--- src/rtl/mux_n_to_1_rr.sv ---
// N-to-1 channel multiplexer with fixed-select or round-robin arbitration
// feeding a single registered output slot (EMPTY/FULL).
module mux_n_to_1_rr #(
  parameter int WIDTH = 8,
  parameter int N     = 4,
  parameter int SELW  = 2
) (
  input  logic               clk,
  input  logic               rst_n,
  input  logic [N*WIDTH-1:0] in_data,
  input  logic [N-1:0]       in_valid,
  output logic [N-1:0]       in_ready,
  input  logic               mode,
  input  logic [SELW-1:0]    S,
  output logic [WIDTH-1:0]   out,
  output logic               out_valid,
  input  logic               out_ready,
  output logic [SELW-1:0]    out_sel
);

  // Handshake: a beat moves on any edge where valid && ready are both high on
  // the same side. in_ready never depends on in_data; out_valid never depends
  // on out_ready. The slot accepts a new beat whenever it is empty or drains.
  localparam logic [0:0] ST_EMPTY = 1'b0;
  localparam logic [0:0] ST_FULL  = 1'b1;

  logic [0:0]       state;
  logic [SELW-1:0]  ptr;
  logic             load_en;
  logic             grant_vld;
  logic [SELW-1:0]  grant;
  logic [SELW-1:0]  idx;
  logic [WIDTH-1:0] grant_data;

  assign out_valid = (state == ST_FULL);
  assign load_en   = !out_valid || out_ready;

  // Fixed mode ignores out-of-range selects; round-robin scans from ptr with wrap.
  always_comb begin : grant_search
    grant_vld = 1'b0;
    grant     = '0;
    idx       = '0;
    if (!mode) begin
      if (int'(S) < N) begin
        grant_vld = in_valid[S];
        grant     = S;
      end
    end else begin
      for (int k = 0; k < N; k++) begin
        idx = SELW'((int'(ptr) + k) % N);
        if (!grant_vld && in_valid[idx]) begin
          grant_vld = 1'b1;
          grant     = idx;
        end
      end
    end
  end

  always_comb begin : data_select
    grant_data = '0;
    for (int i = 0; i < N; i++) begin
      if (grant == SELW'(i)) grant_data = in_data[i*WIDTH +: WIDTH];
    end
  end

  // Gated by rst_n so no channel sees a ready while reset is held.
  always_comb begin : ready_gen
    in_ready = '0;
    if (rst_n && load_en && grant_vld) in_ready[grant] = 1'b1;
  end

  always_ff @(posedge clk or negedge rst_n) begin
    if (!rst_n) begin
      state   <= ST_EMPTY;
      out     <= '0;
      out_sel <= '0;
      ptr     <= '0;
    end else if (load_en) begin
      if (grant_vld) begin
        state   <= ST_FULL;
        out     <= grant_data;
        out_sel <= grant;
        if (mode) ptr <= (int'(grant) == N - 1) ? '0 : grant + SELW'(1);
      end else begin
        state <= ST_EMPTY;
      end
    end
  end

endmodule

--- config.mk ---
export PLATFORM = sky130hd
export DESIGN_NAME = mux_n_to_1_rr
export DESIGN_NICKNAME = d
export VERILOG_FILES = /design/src/rtl/mux_n_to_1_rr.sv
export SDC_FILE = /design/constraint.sdc
export NUM_CORES = 1
export LEC_CHECK = 0
export BUFFER_PORTS_ARGS = -buffer_cell sky130_fd_sc_hd__buf_2
export CAP_MARGIN = 20
export CELL_PAD_IN_SITES_DETAIL_PLACEMENT = 1
export CELL_PAD_IN_SITES_GLOBAL_PLACEMENT = 1
export CORE_MARGIN = 2
export CORE_UTILIZATION = 34
export CTS_CLUSTER_DIAMETER = 60
export DETAILED_ROUTE_END_ITERATION = 16
export MAX_ROUTING_LAYER = met4
export PLACE_DENSITY = 0.91
export SLEW_MARGIN = 30
export SYNTH_ARGS = -nofsm -noshare
export SYNTH_HDL_FRONTEND = slang
export SYNTH_SLANG_ARGS = --single-unit
--- constraint.sdc ---
create_clock -name clk -period 3.9 [get_ports clk]
set_input_delay 0.195 -clock clk [delete_from_list [all_inputs] [get_ports clk]]
set_output_delay 0.195 -clock clk [all_outputs]
set_load 0.01 [all_outputs]
Word-level counts from Yosys, hierarchy flattened
Index checks and enable logic that the tools add are counted.
{"block": "totals", "ff_bits": 13, "latch_bits": 0, "ramBits": 0, "romBits": 0, "out_inout_bits": 15, "memories": 0}
{"block": "op_classes", "add_sub_neg": 4, "n_mul": 0, "n_div": 0, "n_lt_le_gt_ge": 7, "n_eq_ne": 4, "shift": 0, "mux": 32, "bitwise": 0, "n_reduce_logical": 14}
{"cell": "$mux W8", "count": 4}
{"cell": "$lt A2 B3 Y1 const B", "count": 6}
{"cell": "$mux W1", "count": 15}
{"cell": "$mux W2", "count": 6}
{"cell": "$bmux W1 S2", "count": 5}
{"cell": "$logic_and A1 B1 Y1", "count": 6}
{"cell": "$add A2 B1 Y2 const B", "count": 2}
{"cell": "$add A2 B2 Y2 const B", "count": 2}
{"cell": "$eq A2 B1 Y1 const B", "count": 2}
{"cell": "$eq A2 B2 Y1 const B", "count": 2}
{"cell": "$logic_not A1 Y1", "count": 4}
{"cell": "$mux W4", "count": 1}
{"cell": "$reduce_and A3 Y1", "count": 1}
{"cell": "$demux W1 S2", "count": 1}
{"cell": "$ge A2 B1 Y1 const B", "count": 1}
{"cell": "$logic_not A2 Y1", "count": 1}
{"cell": "$reduce_and A2 Y1", "count": 1}
{"cell": "$logic_or A1 B1 Y1", "count": 1}

Longest topological paths before layout
Gate-level depths: netlist of run 1.
{"block": "logic_depth", "word_depth": 21, "depth_mapped": 11, "mapped_depth_nobuf": 9}

Worst setup path after synthesis of run 1
No wires, ideal clock.
{"block": "synth_timing", "path_kind": "register to register", "startpoint": "register ptr[1]", "endpoint": "register out[7]", "setup_time_ns": 0.064, "arrival_time_ns": 2.295, "t_required_ns": 3.836, "path_slack_ns": 1.541, "path_stages_with_launch": 11, "path_buffers": 2, "period_less_slack_ns": 2.359, "cell_sequence": "dfrtp_1 > or3b_2 > o221ai_1 > mux2i_1 > ha_1 > buf_2 > nor2b_1 > clkbuf_1 > a221oi_1 > o31ai_1 > mux2_4"}
{"block": "synth_via", "elab_chain_len": 21}
{"element": "start: declaration", "line_no": "28", "source": "logic [SELW-1:0] ptr;"}
{"element": "start signal: assignment", "line_no": "83", "source": "if (mode) ptr <= (int'(grant) == N - 1) ? '0 : grant + SELW'(1);"}
{"element": "$bmux W1 S2", "line_no": "51", "source": "if (!grant_vld && in_valid[idx]) begin"}
{"element": "$mux W1 (not written as such)", "line_no": "51"}
{"element": "$mux W1", "line_no": "51"}
{"element": "$mux W1", "line_no": "43", "source": "if (!mode) begin"}
{"element": "$logic_not A1 Y1", "line_no": "51"}
{"element": "$logic_and A1 B1 Y1", "line_no": "51"}
{"element": "$mux W1", "line_no": "51"}
{"element": "$mux W1", "line_no": "43"}
{"element": "(+4 left out)"}
{"element": "$logic_not A1 Y1", "line_no": "51"}
{"element": "$logic_and A1 B1 Y1", "line_no": "51"}
{"element": "$mux W2 *", "line_no": "51"}
{"element": "$mux W2 *", "line_no": "43"}
{"element": "named net grant[0]", "line_no": "31", "source": "logic [SELW-1:0] grant;"}
{"element": "$logic_not A2 Y1", "line_no": "62", "source": "if (grant == SELW'(i)) grant_data = in_data[i*WIDTH +: WIDTH];"}
{"element": "$mux W8 (3 in series)", "line_no": "62"}
{"element": "$mux W8 *", "line_no": "62"}
{"element": "end signal: assignment", "line_no": "81", "source": "out <= grant_data;"}
{"element": "end: declaration", "line_no": "15", "source": "output logic [WIDTH-1:0] out,"}
Mark *: on every way through the listed nets, which the timed path passes. The rest lies on a longest branch. The select of a mux whose other input is x is not followed.
A chain may end at the register's enable or synchronous reset.

Worst setup path in the final report of run 1
{"block": "layout_timing", "startpoint": "register ptr[1]", "endpoint": "register out[2]"}
Same word-level chain as after synthesis.

==> results of run 1 <==
## per-layer routing
| layer | vias to the layer above | wire length, µm | global-route usage, % | part of all wire (%) |
|---|---|---|---|---|
| met5 | - | 0 | - | 0 |
| met4 | 0 | 46 | 7.792 | 1.5 |
| met3 | 5 | 244 | 3.930 | 8.1 |
| met2 | 45 | 1518 | 31.87 | 51 |
| met1 | 479 | 1194 | 22.12 | 40 |
| li1 | 490 | - | - | - |
## worst register-to-register path: stages, from the launching register on
cell,delay (ns)
dfrtp_1,0.46
or3b_2,0.49
o221ai_1,0.11
mux2i_1,0.20
ha_1,0.35
nor2b_1,0.44
a221oi_1,0.15
o31ai_1,0.31
mux2_2,0.20
## state kept, by name (all words and copies together), names as in the netlist
name / cells
out: 8
out_sel: 2
ptr: 2
out_valid: 1
## power groups by stage
stage	combinational, µW	clock (µW)	sequential, µW
5_1_grt	390	97.4	243
2_1_floorplan	216	0	253
6_report	350	85.3	233
3_5_place_dp	353	0	237
4_1_cts	356	90.1	235
3_3_place_gp	339	0	235
## cells by family after synthesis
logic type,count (synthesis),synth area share (%)
AO/OA/AOI/OAI,23,17.81
adder cells (fa/ha/maj),4,4.814
buffers and inverters,11,5.174
flip-flops,13,31.29
multiplexers,15,19.25
AND/OR/NAND/NOR,35,21.66
## cell type report
type	count	area share [%]
clock buffer	4	1.928
inverter	5	1.377
multi-input combinational	77	48.48
sequential	13	23.88
tap	33	3.030
timing repair buffer	57	21.30
## cells in the final DEF, fill, tap and decap left out, types with 2 or more instances in the layout
| cell type | instances |
|---|---|
| mux2_4 | 6 |
| nor2_1 | 2 |
| and3_2 | 3 |
| a221oi_1 | 9 |
| inv_1 | 5 |
| mux2i_1 | 2 |
| clkbuf_4 | 3 |
| o31ai_1 | 9 |
| and3_1 | 2 |
| mux2_2 | 6 |
| ha_1 | 4 |
| nand2_1 | 9 |
| buf_2 | 56 |
| dfrtp_1 | 13 |
| nor2b_1 | 9 |
## how the worst min path moves through the flow
stage,endpoint,depth (start not counted),startpoint
floorplan,out[0],0,rst_n
global placement,out[7],1,rst_n
detailed placement,out[6],1,rst_n
CTS,out_valid,3,out_ready
global route,out_valid,3,out_ready
finish,out_valid,3,out_ready
## per-stage QoR
stage	area, µm²	total power [µW]	util [%]	hold slack, ns
after floorplan	1040	468.9	-	-0.1006
after global placement	1326	573.7	44.54	0.1167
after detailed placement	1326	590.1	44.54	0.1256
after CTS	1363	680.4	45.76	0.2340
after global routing	1363	730.4	45.76	0.2605
final	1363	668.4	45.76	0.2394
==> metrics.cfg, run 1 <==
[setup_path]
crit_cells = 8
worst-setup-path-type = reg -> reg
end_kind = register
critPathTopFamily = simple AND/OR/NAND/NOR gates
cpPeakStageDelay_ns = 0.48
critPathCapture = out[2]
critPathLaunchType = register
r2r_slack_ns = 1.15
crit_chain = or3b_2 -> o221ai_1 -> mux2i_1 -> ha_1 -> nor2b_1 -> a221oi_1 -> o31ai_1 -> mux2_2
crit_required_ns = 4.13
r2r-end = out[2]
r2r_cells = 8
cpMaxStageDelayCell = or3b_2
setup.worst_path.start = ptr[1]
cp_num_buf_inv = 0
critPathMaxFanout = 10
worstReg2RegStart = ptr[1]
cp.arrival_ns = 2.97

[cts]
cts_tree = yes
clockBufferDepth = 2
clockRootBuffer = clkbuf_4
clkTransAtPathRegs_ns = 0.08
htree_levels = 1
cts_resized = 0
cts-buffers-inserted = 3
cts.sinks = 13
cts_hold_buf = 1
worstSkewPairLatency_ns = 0.28
cts_setup_buffers = 0

[placed_design]
pre_cts_slack_ns = 1.154
gp_congestion = 0.8823
numPortBuffers = 56
dp_cells = 184
dpl.hpwl_mm = 2.477

[sta]
worst_slew_pin_slew_ns = 0.7297
report.final.hold_viol_count = 0
relSlewSlack_pct = 51.20
setup_violations = 0
grt_setup_unrepaired = false
max_freq_mhz = 364.3
fin_crit_sh_pct = 70.39
skew_ns = 0.003104
slew_violations = 0
fin_crit_ns = 2.745
setup_tns_ns = 0
fin_ws_ns = 1.155

[global_routing]
grt_pass1_wl_mm = 4.857
grt_pass1_vias = 1057
gr-total-overflow = 0
grt_max_degree = 18
grtUsageTotal_pct = 19.07
grt_antenna_before_repair = 0

[logic_synthesis]
synth_top_area_share_pct = 31.29
syn_area_per_cell_um2 = 10.29
syn_nets = 147
syn_inst = 101
yosys_register_bits = 13
synth_edf_count = 0
ys_types = 33
synth_warnings = 0
yosys-top-cells-count = dfrtp_1 (13), a221oi_1 (9), nand2_1 (9), nor2b_1 (9), o31ai_1 (9)
synth_top_cell_by_area = dfrtp_1
synth.top_cells.by_area = dfrtp_1 (31%), mux2_4 (8.7%), a221oi_1 (7.6%), o31ai_1 (6.5%), mux2_2 (6.5%)
synth-async-reset-ratio_pct = 100.0
synthFlopType = dfrtp_1
yosysMostFrequentCell = dfrtp_1
ys_seq_area_share_pct = 31.29
syn_area_mm2 = 0.001040

[run]
maxCapViolations = 0

[final_layout]
drive_gt1_share_pct = 51.92
layout.nets = 203
final_cells = 189
filler_cell_count = 358
diodes = 0
seq_area_um2 = 325.3
multi_input_area_um2 = 660.6
area_growth_pct = 31.05

[detailed_routing]
vias = 1019
drt_pass1_iterations = 4
drtAntennaViolNets = 0
drt-initial-drc-count = 36
wl_mm = 3.004
wl_per_cell_um = 15.89
route.detailed.drc = 0
via_per_inst = 5.392

[power]
swShare_pct = 37.50
p_leak_uw = 0.0006888
power.density_mw_per_mm2 = 490.6
seqPwrFrac_pct = 34.8
vdd_drop_max_v = 0.0001406
power_switching_uw = 250.7
clockPowerShare_pct = 12.8
combPwrFrac_pct = 52.4
p_int_uw = 417.7

[worst_hold_path]
hp-class = in -> reg

[floorplanning]
initial_core_util_pct = 34.92
die_x_um = 59.30
dieHeight_um = 59.30
coreArea_mm2 = 0.002978
io-pin-count = 57
num_rows = 20
die_area_mm2 = 0.003516

[outcome]
status = finished, final reports clean

(Power assumes the default switching activity.)
==> run 2: changes to the inputs <==
--- a/config.mk
+++ b/config.mk
@@ -10,11 +10,11 @@
 export CELL_PAD_IN_SITES_DETAIL_PLACEMENT = 1
 export CELL_PAD_IN_SITES_GLOBAL_PLACEMENT = 1
 export CORE_MARGIN = 2
-export CORE_UTILIZATION = 34
+export CORE_UTILIZATION = 29
 export CTS_CLUSTER_DIAMETER = 60
 export DETAILED_ROUTE_END_ITERATION = 16
 export MAX_ROUTING_LAYER = met4
-export PLACE_DENSITY = 0.91
+export PLACE_DENSITY = 0.83
 export SLEW_MARGIN = 30
 export SYNTH_ARGS = -nofsm -noshare
 export SYNTH_HDL_FRONTEND = slang
==> constraint.sdc (replaced) <==
create_clock -name clk -period 2.3 [get_ports clk]
set_input_delay 0.115 -clock clk [delete_from_list [all_inputs] [get_ports clk]]
set_output_delay 0.115 -clock clk [all_outputs]
set_load 0.01 [all_outputs]
==> run 2 against run 1 <==
  * The run now ends with setup timing left
  * Cell count grew 15%
  * Worst hold slack lost 0.099 ns
  * First-iteration DRC count grew 25%
  * Maximum frequency grew 15%
  * Die area grew 16%
  * Power grew 110%
  * Sequential power grew 74%
  * Critical path type unchanged
==> metrics.cfg, run 2 (synthesis results as in run 1) <==
[floorplanning]
die_area_mm2 = 0.004080
dieHeight_um = 63.88
initial_core_util_pct = 30.68
die_x_um = 63.88
io-pin-count = 57
coreArea_mm2 = 0.003390
num_rows = 21

[sta]
skew_ns = 0.003051
grt_setup_unrepaired = true
max_freq_mhz = 418.1
slew_violations = 0
setup_violations = 11
fin_ws_ns = -0.09162
fin_crit_ns = 2.392
relSlewSlack_pct = 47.78
worst_slew_pin_slew_ns = 0.7807
fin_crit_sh_pct = 104.0
report.final.hold_viol_count = 0
holdWs_ns = 0.1400

[cts]
clockBufferDepth = 2
htree_levels = 1
cts-buffers-inserted = 3
cts.sinks = 13
clockRootBuffer = clkbuf_4
cts_tree = yes
worstSkewPairLatency_ns = 0.28
clkTransAtPathRegs_ns = 0.08

[worst_hold_path]
whs_endpoint = out_valid
hp-start = out_ready
hp-class = in -> reg
hold-path-cell-count = 3

[placed_design]
dp_cells = 207
numPortBuffers = 56
dpl.hpwl_mm = 2.594
gp_congestion = 0.8266
pre_cts_slack_ns = -0.4184

[detailed_routing]
via_per_inst = 5.055
drt_pass1_iterations = 4
drtAntennaViolNets = 0
drt-initial-drc-count = 45
wl_mm = 3.656
wl_per_cell_um = 16.85
vias = 1097
route.detailed.drc = 0

[final_layout]
largest_register_ffs = 8
largest_register = out
seq_area_um2 = 326.6
drive_gt1_share_pct = 69.01
final_common_cell = buf_2
layout.nets = 218
area_growth_pct = 61.73
diodes = 0
top_regs = out x8, out_sel x2, ptr x2
final_cells = 217
multi_input_area_um2 = 829.5
post-route-util_pct = 49.61
layout_common_cells = buf_2 (56), dfrtp_1 (12), buf_4 (12)
filler_cell_count = 393

[global_routing]
grt_pass1_vias = 1106
grt_antenna_before_repair = 0
grt_max_degree = 18
gr-total-overflow = 0
grtUsageTotal_pct = 17.69
grt_pass1_wl_mm = 5.533

[power]
p_leak_uw = 0.0008093
p_int_uw = 875.6
power_switching_uw = 545.1
seqPwrFrac_pct = 28.5
clockPowerShare_pct = 10.5
finalPower_uw = 1421
power.density_mw_per_mm2 = 844.9
vdd_drop_max_v = 0.0002239
swShare_pct = 38.37
combPwrFrac_pct = 61.0

[run]
maxCapViolations = 0

[setup_path]
critPathMaxFanout = 8
worstReg2RegStart = ptr[1]
r2r_cells = 11
critPathLaunchType = register
end_kind = register
r2r-end = out[1]
cp.arrival_ns = 2.57
crit_required_ns = 2.48
worst-setup-path-type = reg -> reg
r2r_slack_ns = -0.09

[outcome]
violations = setup timing
status = finished, violations left

-- run 2: per-layer routing --
layer / vias up / GRT usage [%] / routed length, µm / share of wire [%]
li1: 526 / - / - / -
met5: - / - / 0 / 0
met1: 519 / 21.80 / 1507 / 41
met4: 0 / 5.707 / 38 / 1.0
met2: 48 / 28.78 / 1879 / 51
met3: 4 / 3.873 / 232 / 6.3
-- run 2: what timing repair did --
action                                  in CTS  in global routing
endpoints found under the setup margin      11                 11
setup buffers                                2                  3
resized for setup                           18                 16
pin swaps                                   10                 12
endpoints found under the hold margin       13                  0
hold buffers                                 1                  0
-- run 2: power by group through the flow --
stage                     Clock, µW  Sequential [µW]  Combinational, µW
after floorplan                   0              430                371
after global placement            0              394                627
final                           149              405                867
after global routing            166              420                932
after CTS                       155              397                756
after detailed placement          0              399                651
-- run 2: area by class of cell --
class,instances,area share (%)
repair buffers,72,25.15
clock buffers,4,1.563
multi-input cells,77,49.33
well taps,46,3.423
flip-flops and latches,13,19.42
inverters,5,1.116
-- run 2: worst max-delay path: stages (launching register included) --
cell	delay [ns]
dfrtp_2	0.45
buf_6	0.13
nor4bb_4	0.30
o211ai_1	0.13
o311a_1	0.17
inv_2	0.11
ha_4	0.16
nor2b_4	0.05
buf_12	0.14
a221oi_2	0.26
o31ai_1	0.11
mux2_2	0.26
-- run 2: metrics by stage --
stage / cell area (µm²) / setup TNS, ns
6_report: 1682 / -0.3740
5_1_grt: 1682 / -1.488
4_1_cts: 1564 / -0.06557
3_5_place_dp: 1424 / -2.837
3_3_place_gp: 1424 / -1.639
2_1_floorplan: 1047 / 0
-- run 2: how the worst max path moves through the flow --
stage	from	to	slack (ns)	depth (start not counted)
after floorplan	ptr[1]	out[7]	0.004	9
after global placement	ptr[1]	out[2]	-0.24	9
after detailed placement	ptr[1]	out[2]	-0.42	9
after CTS	ptr[1]	out[0]	-0.03	9
after global routing	ptr[1]	out[1]	-0.17	11
final	ptr[1]	out[1]	-0.09	11
